===== src/rtl/countervar_pkg.sv =====
// Shared types and helpers for the countervar_n counter family.
// The state encoding, parity helper and default width live here.
package countervar_pkg;

    localparam int CV_DEFAULT_WIDTH = 8;
    localparam int CV_MAX_WIDTH     = 32;

    typedef enum logic [0:0] {
        ST_RUN  = 1'b0,
        ST_DONE = 1'b1
    } cv_state_e;

    // Even parity of a value zero-extended to the widest supported counter.
    function automatic logic cv_parity(input logic [CV_MAX_WIDTH-1:0] value);
        return ^value;
    endfunction

endpackage


===== src/rtl/countervar_prescaler.sv =====
// Rate divider: emits a one-cycle tick every PRESCALE enabled clk_50 cycles.
// A clr pulse restarts the divide sequence from zero.
module countervar_prescaler
    import countervar_pkg::*;
#(
    parameter int PRESCALE = 1
) (
    input  logic clk_50,
    input  logic reset,
    input  logic enable,
    input  logic clr,
    output logic tick
);

    localparam int PW = (PRESCALE > 1) ? $clog2(PRESCALE) : 1;
    localparam logic [PW-1:0] LAST = PW'(PRESCALE - 1);

    logic [PW-1:0] pre_q;
    logic [PW-1:0] pre_d;

    // With PRESCALE = 1 the divider sits at zero, so tick simply follows enable.
    assign tick = enable && (pre_q == LAST);

    always_comb begin
        pre_d = pre_q;
        if (clr) begin
            pre_d = '0;
        end else if (tick) begin
            pre_d = '0;
        end else if (enable) begin
            pre_d = pre_q + 1'b1;
        end
    end

    always_ff @(posedge clk_50 or negedge reset) begin
        if (!reset) begin
            pre_q <= '0;
        end else begin
            pre_q <= pre_d;
        end
    end

endmodule


===== src/rtl/countervar_n.sv =====
// Prescaled up/down modulo counter with load, one-shot stop and tc/done flags.
// Optional registered parity output when COUNTERVAR_PARITY_EN is defined.
module countervar_n
    import countervar_pkg::*;
#(
    parameter int WIDTH     = CV_DEFAULT_WIDTH,
    parameter int PRESCALE  = 1,
    parameter int RESET_VAL = 0
) (
    input  logic             clk_50,
    input  logic             reset,
    input  logic             enable,
    input  logic             load_1,
    input  logic [WIDTH-1:0] count_in,
    input  logic             up_dn,
    input  logic [WIDTH-1:0] mod_max,
    input  logic             one_shot,
    output logic [WIDTH-1:0] count,
    output logic             tc,
    output logic             done
`ifdef COUNTERVAR_PARITY_EN
    ,
    output logic             parity
`endif
);

    localparam logic [WIDTH-1:0] RST_COUNT = WIDTH'(RESET_VAL);

    logic             tick;
    logic [WIDTH-1:0] count_q;
    logic [WIDTH-1:0] count_d;
    logic             tc_q;
    logic             tc_d;
    cv_state_e        state_q;
    cv_state_e        state_d;

    countervar_prescaler #(
        .PRESCALE (PRESCALE)
    ) u_prescaler (
        .clk_50 (clk_50),
        .reset  (reset),
        .enable (enable),
        .clr    (~load_1),
        .tick   (tick)
    );

    always_comb begin
        count_d = count_q;
        tc_d    = 1'b0;
        state_d = state_q;
        if (!load_1) begin
            // A load always wins, even over a boundary tick in the same cycle.
            count_d = count_in;
            state_d = ST_RUN;
        end else if (state_q == ST_RUN && tick) begin
            if (up_dn) begin
                if (count_q >= mod_max) begin
                    tc_d = 1'b1;
                    if (one_shot) begin
                        state_d = ST_DONE;
                    end else begin
                        count_d = '0;
                    end
                end else begin
                    count_d = count_q + 1'b1;
                end
            end else begin
                if (count_q == '0) begin
                    tc_d = 1'b1;
                    if (one_shot) begin
                        state_d = ST_DONE;
                    end else begin
                        count_d = mod_max;
                    end
                end else begin
                    count_d = count_q - 1'b1;
                end
            end
        end
    end

    always_ff @(posedge clk_50 or negedge reset) begin
        if (!reset) begin
            count_q <= RST_COUNT;
            tc_q    <= 1'b0;
            state_q <= ST_RUN;
        end else begin
            count_q <= count_d;
            tc_q    <= tc_d;
            state_q <= state_d;
        end
    end

    assign count = count_q;
    assign tc    = tc_q;
    assign done  = (state_q == ST_DONE);

`ifdef COUNTERVAR_PARITY_EN
    logic parity_q;
    logic parity_d;

    // Computed from the next count so it lines up with count after the edge.
    always_comb begin
        parity_d = cv_parity(CV_MAX_WIDTH'(count_d));
    end

    always_ff @(posedge clk_50 or negedge reset) begin
        if (!reset) begin
            parity_q <= cv_parity(CV_MAX_WIDTH'(RST_COUNT));
        end else begin
            parity_q <= parity_d;
        end
    end

    assign parity = parity_q;
`endif

endmodule

===== config.mk =====
export PLATFORM = sky130hd
export DESIGN_NAME = countervar_n
export DESIGN_NICKNAME = d
export VERILOG_FILES = /design/src/rtl/countervar_pkg.sv /design/src/rtl/countervar_prescaler.sv /design/src/rtl/countervar_n.sv
export SDC_FILE = /design/constraint.sdc
export NUM_CORES = 1
export LEC_CHECK = 0
export BUFFER_PORTS_ARGS = -buffer_cell sky130_fd_sc_hd__buf_4
export CORE_MARGIN = 2
export CORE_UTILIZATION = 57
export DETAILED_ROUTE_END_ITERATION = 16
export HOLD_SLACK_MARGIN = 0.05
export PLACE_DENSITY = 0.84
export SETUP_SLACK_MARGIN = 0.02
export SLEW_MARGIN = 0
export SYNTH_ARGS = -nofsm -noshare
export SYNTH_HDL_FRONTEND = slang
export SYNTH_HIERARCHICAL = 1
export SYNTH_SLANG_ARGS = --single-unit

===== constraint.sdc =====
create_clock -name clk_50 -period 7.23 [get_ports clk_50]
set_input_delay 1.446 -clock clk_50 [delete_from_list [all_inputs] [get_ports clk_50]]
set_output_delay 1.446 -clock clk_50 [all_outputs]
set_load 0.005 [all_outputs]

After elaboration in Yosys (flattened, before gate mapping)
Index checks and enable logic that the tools add are counted. W data, S select, Z words.

Register bits after elaboration: 11. Bits of input ports: 22. Output and inout bits: 10. Logic and storage cells: 42.

Add/sub/neg operators: 3. Order comparisons: 1. Eq/ne operators: 6. Multiplexer cells: 21. Bitwise operators: 2. Reduce and logical (&&, ||, !) cells: 5.

Operators by type and width (number): $mux W8 (7); $mux W1 (14); $add A8 B1 Y8 const B (1); $ge A8 B8 Y1 (1); $logic_not A8 Y1 (1); $ne A4 B4 Y1 const B (2); $sub A8 B1 Y8 const B (1); $ne A3 B2 Y1 const B (2); $reduce_and A3 Y1 (2); $ne A3 B1 Y1 const B (1); $logic_and A1 B1 Y1 (2); $ne A2 B1 Y1 const B (1); $not A1 Y1 (2); $add A1 B1 Y1 const B (1).

Longest topological paths before layout
Depth after elaboration: 5. Depth in mapped cells: 11. Mapped depth without buffers: 8.

Modules after synthesis
The synthesis kept the hierarchy.

Modules (own cells, without submodules): countervar_n (instances 1, cells an instance 156, area each 1217.4 um^2, sequential area each 250.2 um^2); countervar_prescaler (instances 1, cells an instance 3, area each 46.3 um^2, sequential area each 25.0 um^2).

Worst setup path after synthesis
Ideal clock, no wire load.

Path kind: input to register. Start: in mod_max[2]. End: reg count_q[4], in the netlist count[4]. Library setup time: 0.131 ns. Data arrival time: 2.915 ns. Slack: 4.185 ns. Stages on the path: 9. Buffers on the path: 1. Cells stage by stage: inv_1 ha_1 and3_1 o21ai_0 a311oi_1 a221o_1 buf_6 a21oi_1 o32ai_2.

Cells in the longest elaborated chain, start to end: 5. Elaborated cells on any way between the ends: 7.

RTL lines: from (decl) (RTL line countervar_n.sv:16) `input logic [WIDTH-1:0] mod_max,`; $ge A8 B8 Y1 * (RTL line countervar_n.sv:57) `if (count_q >= mod_max) begin`; $mux W8 (RTL line countervar_n.sv:57); $mux W8 (RTL line countervar_n.sv:56) `if (up_dn) begin`; $mux W8 (RTL line countervar_n.sv:55) `end else if (state_q == ST_RUN && tick) begin`; $mux W8 (RTL line countervar_n.sv:51) `if (!load_1) begin`; to (signal assigned) (RTL line countervar_n.sv:88) `count_q <= count_d;`; to (decl) (RTL line countervar_n.sv:30) `logic [WIDTH-1:0] count_q;`.

Every way passes the cells marked *; elsewhere a longest branch is shown, timed or not. The select of a mux whose other input is x is not followed. A chain may end at the register's enable or synchronous reset.

Worst setup path after layout
Start: in mod_max[2]. End: reg count_q[1], in the netlist count[1].

Same word-level chain as after synthesis.

==> impl_metrics.tcl <==
set metrics [dict create \
    grt_pass1_vias 1187 \
    routed_wl_mm 3.24 \
    hold_path.class "reg2reg" \
    drv_slew 0 \
    cts.sinks 11 \
    worstPathArrival_ps 3610 \
    final_cell_mix "buf_4 (31), nor2_1 (18), inv_1 (17)" \
    post_cts.repair.setup_buffers 0 \
    path_class "in2reg" \
    dieHeight_um 51.1 \
    ys_seq_area_frac 0.218 \
    antenna_found_initial 0 \
    fin_worst_skew_ps 5.38 \
    design.die.area_sq_um 2610 \
    gp_congestion 0.933 \
    fillers 197 \
    finalHoldViolations 0 \
    grt_pass1_wl_mm 5.42 \
    cp.required_ps 7400 \
    multiInputGateArea_sq_um 861 \
    synth_cell_types 42 \
    wl_per_cell_um 15.1 \
    cts-hold-fix-buffers 0 \
    core_sq_um 2150 \
    synth_compound_area_frac 0.254 \
    cts_resized 0 \
    drtIter0Drc 53 \
    cp_max_fo 12 \
    synth_cells 159 \
    diodes 0 \
    yosys.area_share.simple 0.256 \
    swShare 0.441 \
    cts_buffers 3 \
    rows 17 \
    setup_violations 0 \
    nNetsFinal 220 \
    final_common_cell "buf_4" \
    vdd_ir_drop_max_v 0.000124 \
    ys.flop_type "dfrtp_1" \
    fmax_ghz 0.290 \
    grt_start_max_net_pins 17 \
    power_switching_mw 0.133 \
    critPathCaptureType "register" \
    vias 1326 \
    start_kind "input pin" \
    yosys-mux-area-fraction 0.0267 \
    grt_overflow 0 \
    seqPwrFrac 0.333 \
    drc_errors 0 \
    p_int_mw 0.168 \
    dp_hpwl_mm 2.54 \
    ioPinCount 32 \
    yosys_warnings 6 \
    port_buffers 31 \
    start_util 0.588 \
    leakagePower_nw 0.692 \
    hold_ws_ps 517 \
    max_slew_margin 0.447 \
    first_pass_iters 4 \
    worst_slew_pin_slew_ps 827 \
    drive_gt1_frac 0.237 \
    clock_latency_ps 280 \
    die_w_um 51.1 \
    synthesis.nets 192 \
    vias_per_cell 6.20 \
    drv_cap 0 \
    combPwrFrac 0.524 \
    pwr-share-clk 0.143 \
    status "finished, final reports clean" \
    area_growth_pct 18.5 \
    cts_tree "built" \
    cts-htree-levels 1 \
    setup-tns-final_ps 0 \
    synth-seq-cells 11 \
    netlist_area_sq_um 1260 \
    clk_path_buf_depth 2 \
    async_flop_share 1.00 \
    clock-root-buffer "clkbuf_4" \
    synth_xor_xnor_area_share 0.0347 \
    synth_top_family_by_area "simple AND/OR/NAND/NOR gates" \
    period_needed_ps 3450 \
    p_per_area_nw_per_um2 201 \
    rsz0062_at_grt "no" \
    antenna_left 0 \
    seq_area_sq_um 275 \
    synth_edf_count 0 \
    clkTransAtPathRegs_ps 70 \
    synth-adder-area-share 0.109 \
    fin_crit_sh 0.477 \
    syn_area_per_cell_sq_um 7.95 \
    track_usage 0.271 \
]
[power by group through the flow]
stage	clock (mW)	combinational, mW	sequential, mW
after floorplan	0	0.113	0.0925
after global placement	0	0.150	0.101
after detailed placement	0	0.155	0.101
after CTS	0.0440	0.156	0.100
after global routing	0.0453	0.174	0.104
final	0.0429	0.158	0.100
[logic make-up after synthesis]
| kind of cell | count (synthesis) |
|---|---|
| compound gates | 43 |
| xor+xnor | 5 |
| fa+ha+maj | 11 |
| buf+inv | 26 |
| flops | 11 |
| mux | 3 |
| simple gates | 60 |
[cell usage after synthesis, types with 2 or more instances]
cell	n	area (sq um)
a211oi_1	4	30.0
a21oi_1	12	60.1
a311oi_1	3	26.3
a31oi_1	5	31.3
and3_1	3	18.8
buf_4	2	15.0
buf_6	3	33.8
clkbuf_1	3	11.3
dfrtp_1	11	275
ha_1	11	138
inv_1	17	63.8
mux2_2	3	33.8
nand2_1	7	26.3
nand2b_1	2	12.5
nand3_1	6	30.0
nand4_1	4	25.0
nor2_1	18	67.6
nor2b_1	2	12.5
nor3_1	6	30.0
nor3b_1	2	15.0
nor4_1	4	25.0
o21a_1	2	15.0
o21ai_0	3	15.0
o32ai_1	3	26.3
o32ai_2	2	32.5
or3_1	2	12.5
xnor2_1	3	26.3
xor2_1	2	17.5
[final timing paths]
check / from / endpoint / slack [ps] / cells past startpoint
min in group asynchronous: reset / count[3] / 990 / 1
worst min-delay path: done / done / 520 / 1
worst min register to register: done / done / 520 / 1
max in group asynchronous: reset / count[5] / 6090 / 1
worst max register to register: count[0] / count[1] / 4420 / 8
worst max-delay path: mod_max[2] / count[1] / 3780 / 9
[registers in the layout, indices dropped and copies added (netlist names)]
signal             flops
count                  8
done                   1
tc                     1
u_prescaler/pre_q      1
[worst max-delay path: stages]
cell and delay, ps:
buf_4 70, inv_1 40, ha_1 300, and3_1 180, o21ai_0 220, a31oi_1 190, nor2_1 680, a21oi_1 170
o311ai_0 300
[area by class of cell]
| type | instances | share of cell area |
|---|---|---|
| inverter | 18 | 0.0451 |
| clock buffer | 4 | 0.0175 |
| timing repair buffer | 31 | 0.155 |
| sequential | 11 | 0.184 |
| multi-input combinational | 122 | 0.575 |
| tap | 28 | 0.0234 |
[metrics by stage]
step            util  cell area [sq um]  worst slack, ps  instances  total power [mW]
2_1_floorplan      -               1260             4180        159             0.206
3_5_place_dp   0.685               1470             3600        210             0.257
5_1_grt        0.697               1500             3620        214             0.323
6_report       0.697               1500             3780        214             0.301
4_1_cts        0.697               1500             3900        214             0.300
3_3_place_gp   0.685               1470             3690        210             0.251
[layer usage]
metal  GRT usage  routed length, um  vias to the layer above
met3      0.0117                215                       10
met2       0.426               1520                       60
met5           0                  0                        -
met4       0.131                 78                        0
met1       0.381               1430                      615
li1            -                  -                      641
Note: power is estimated with default switching activity, not from simulation.
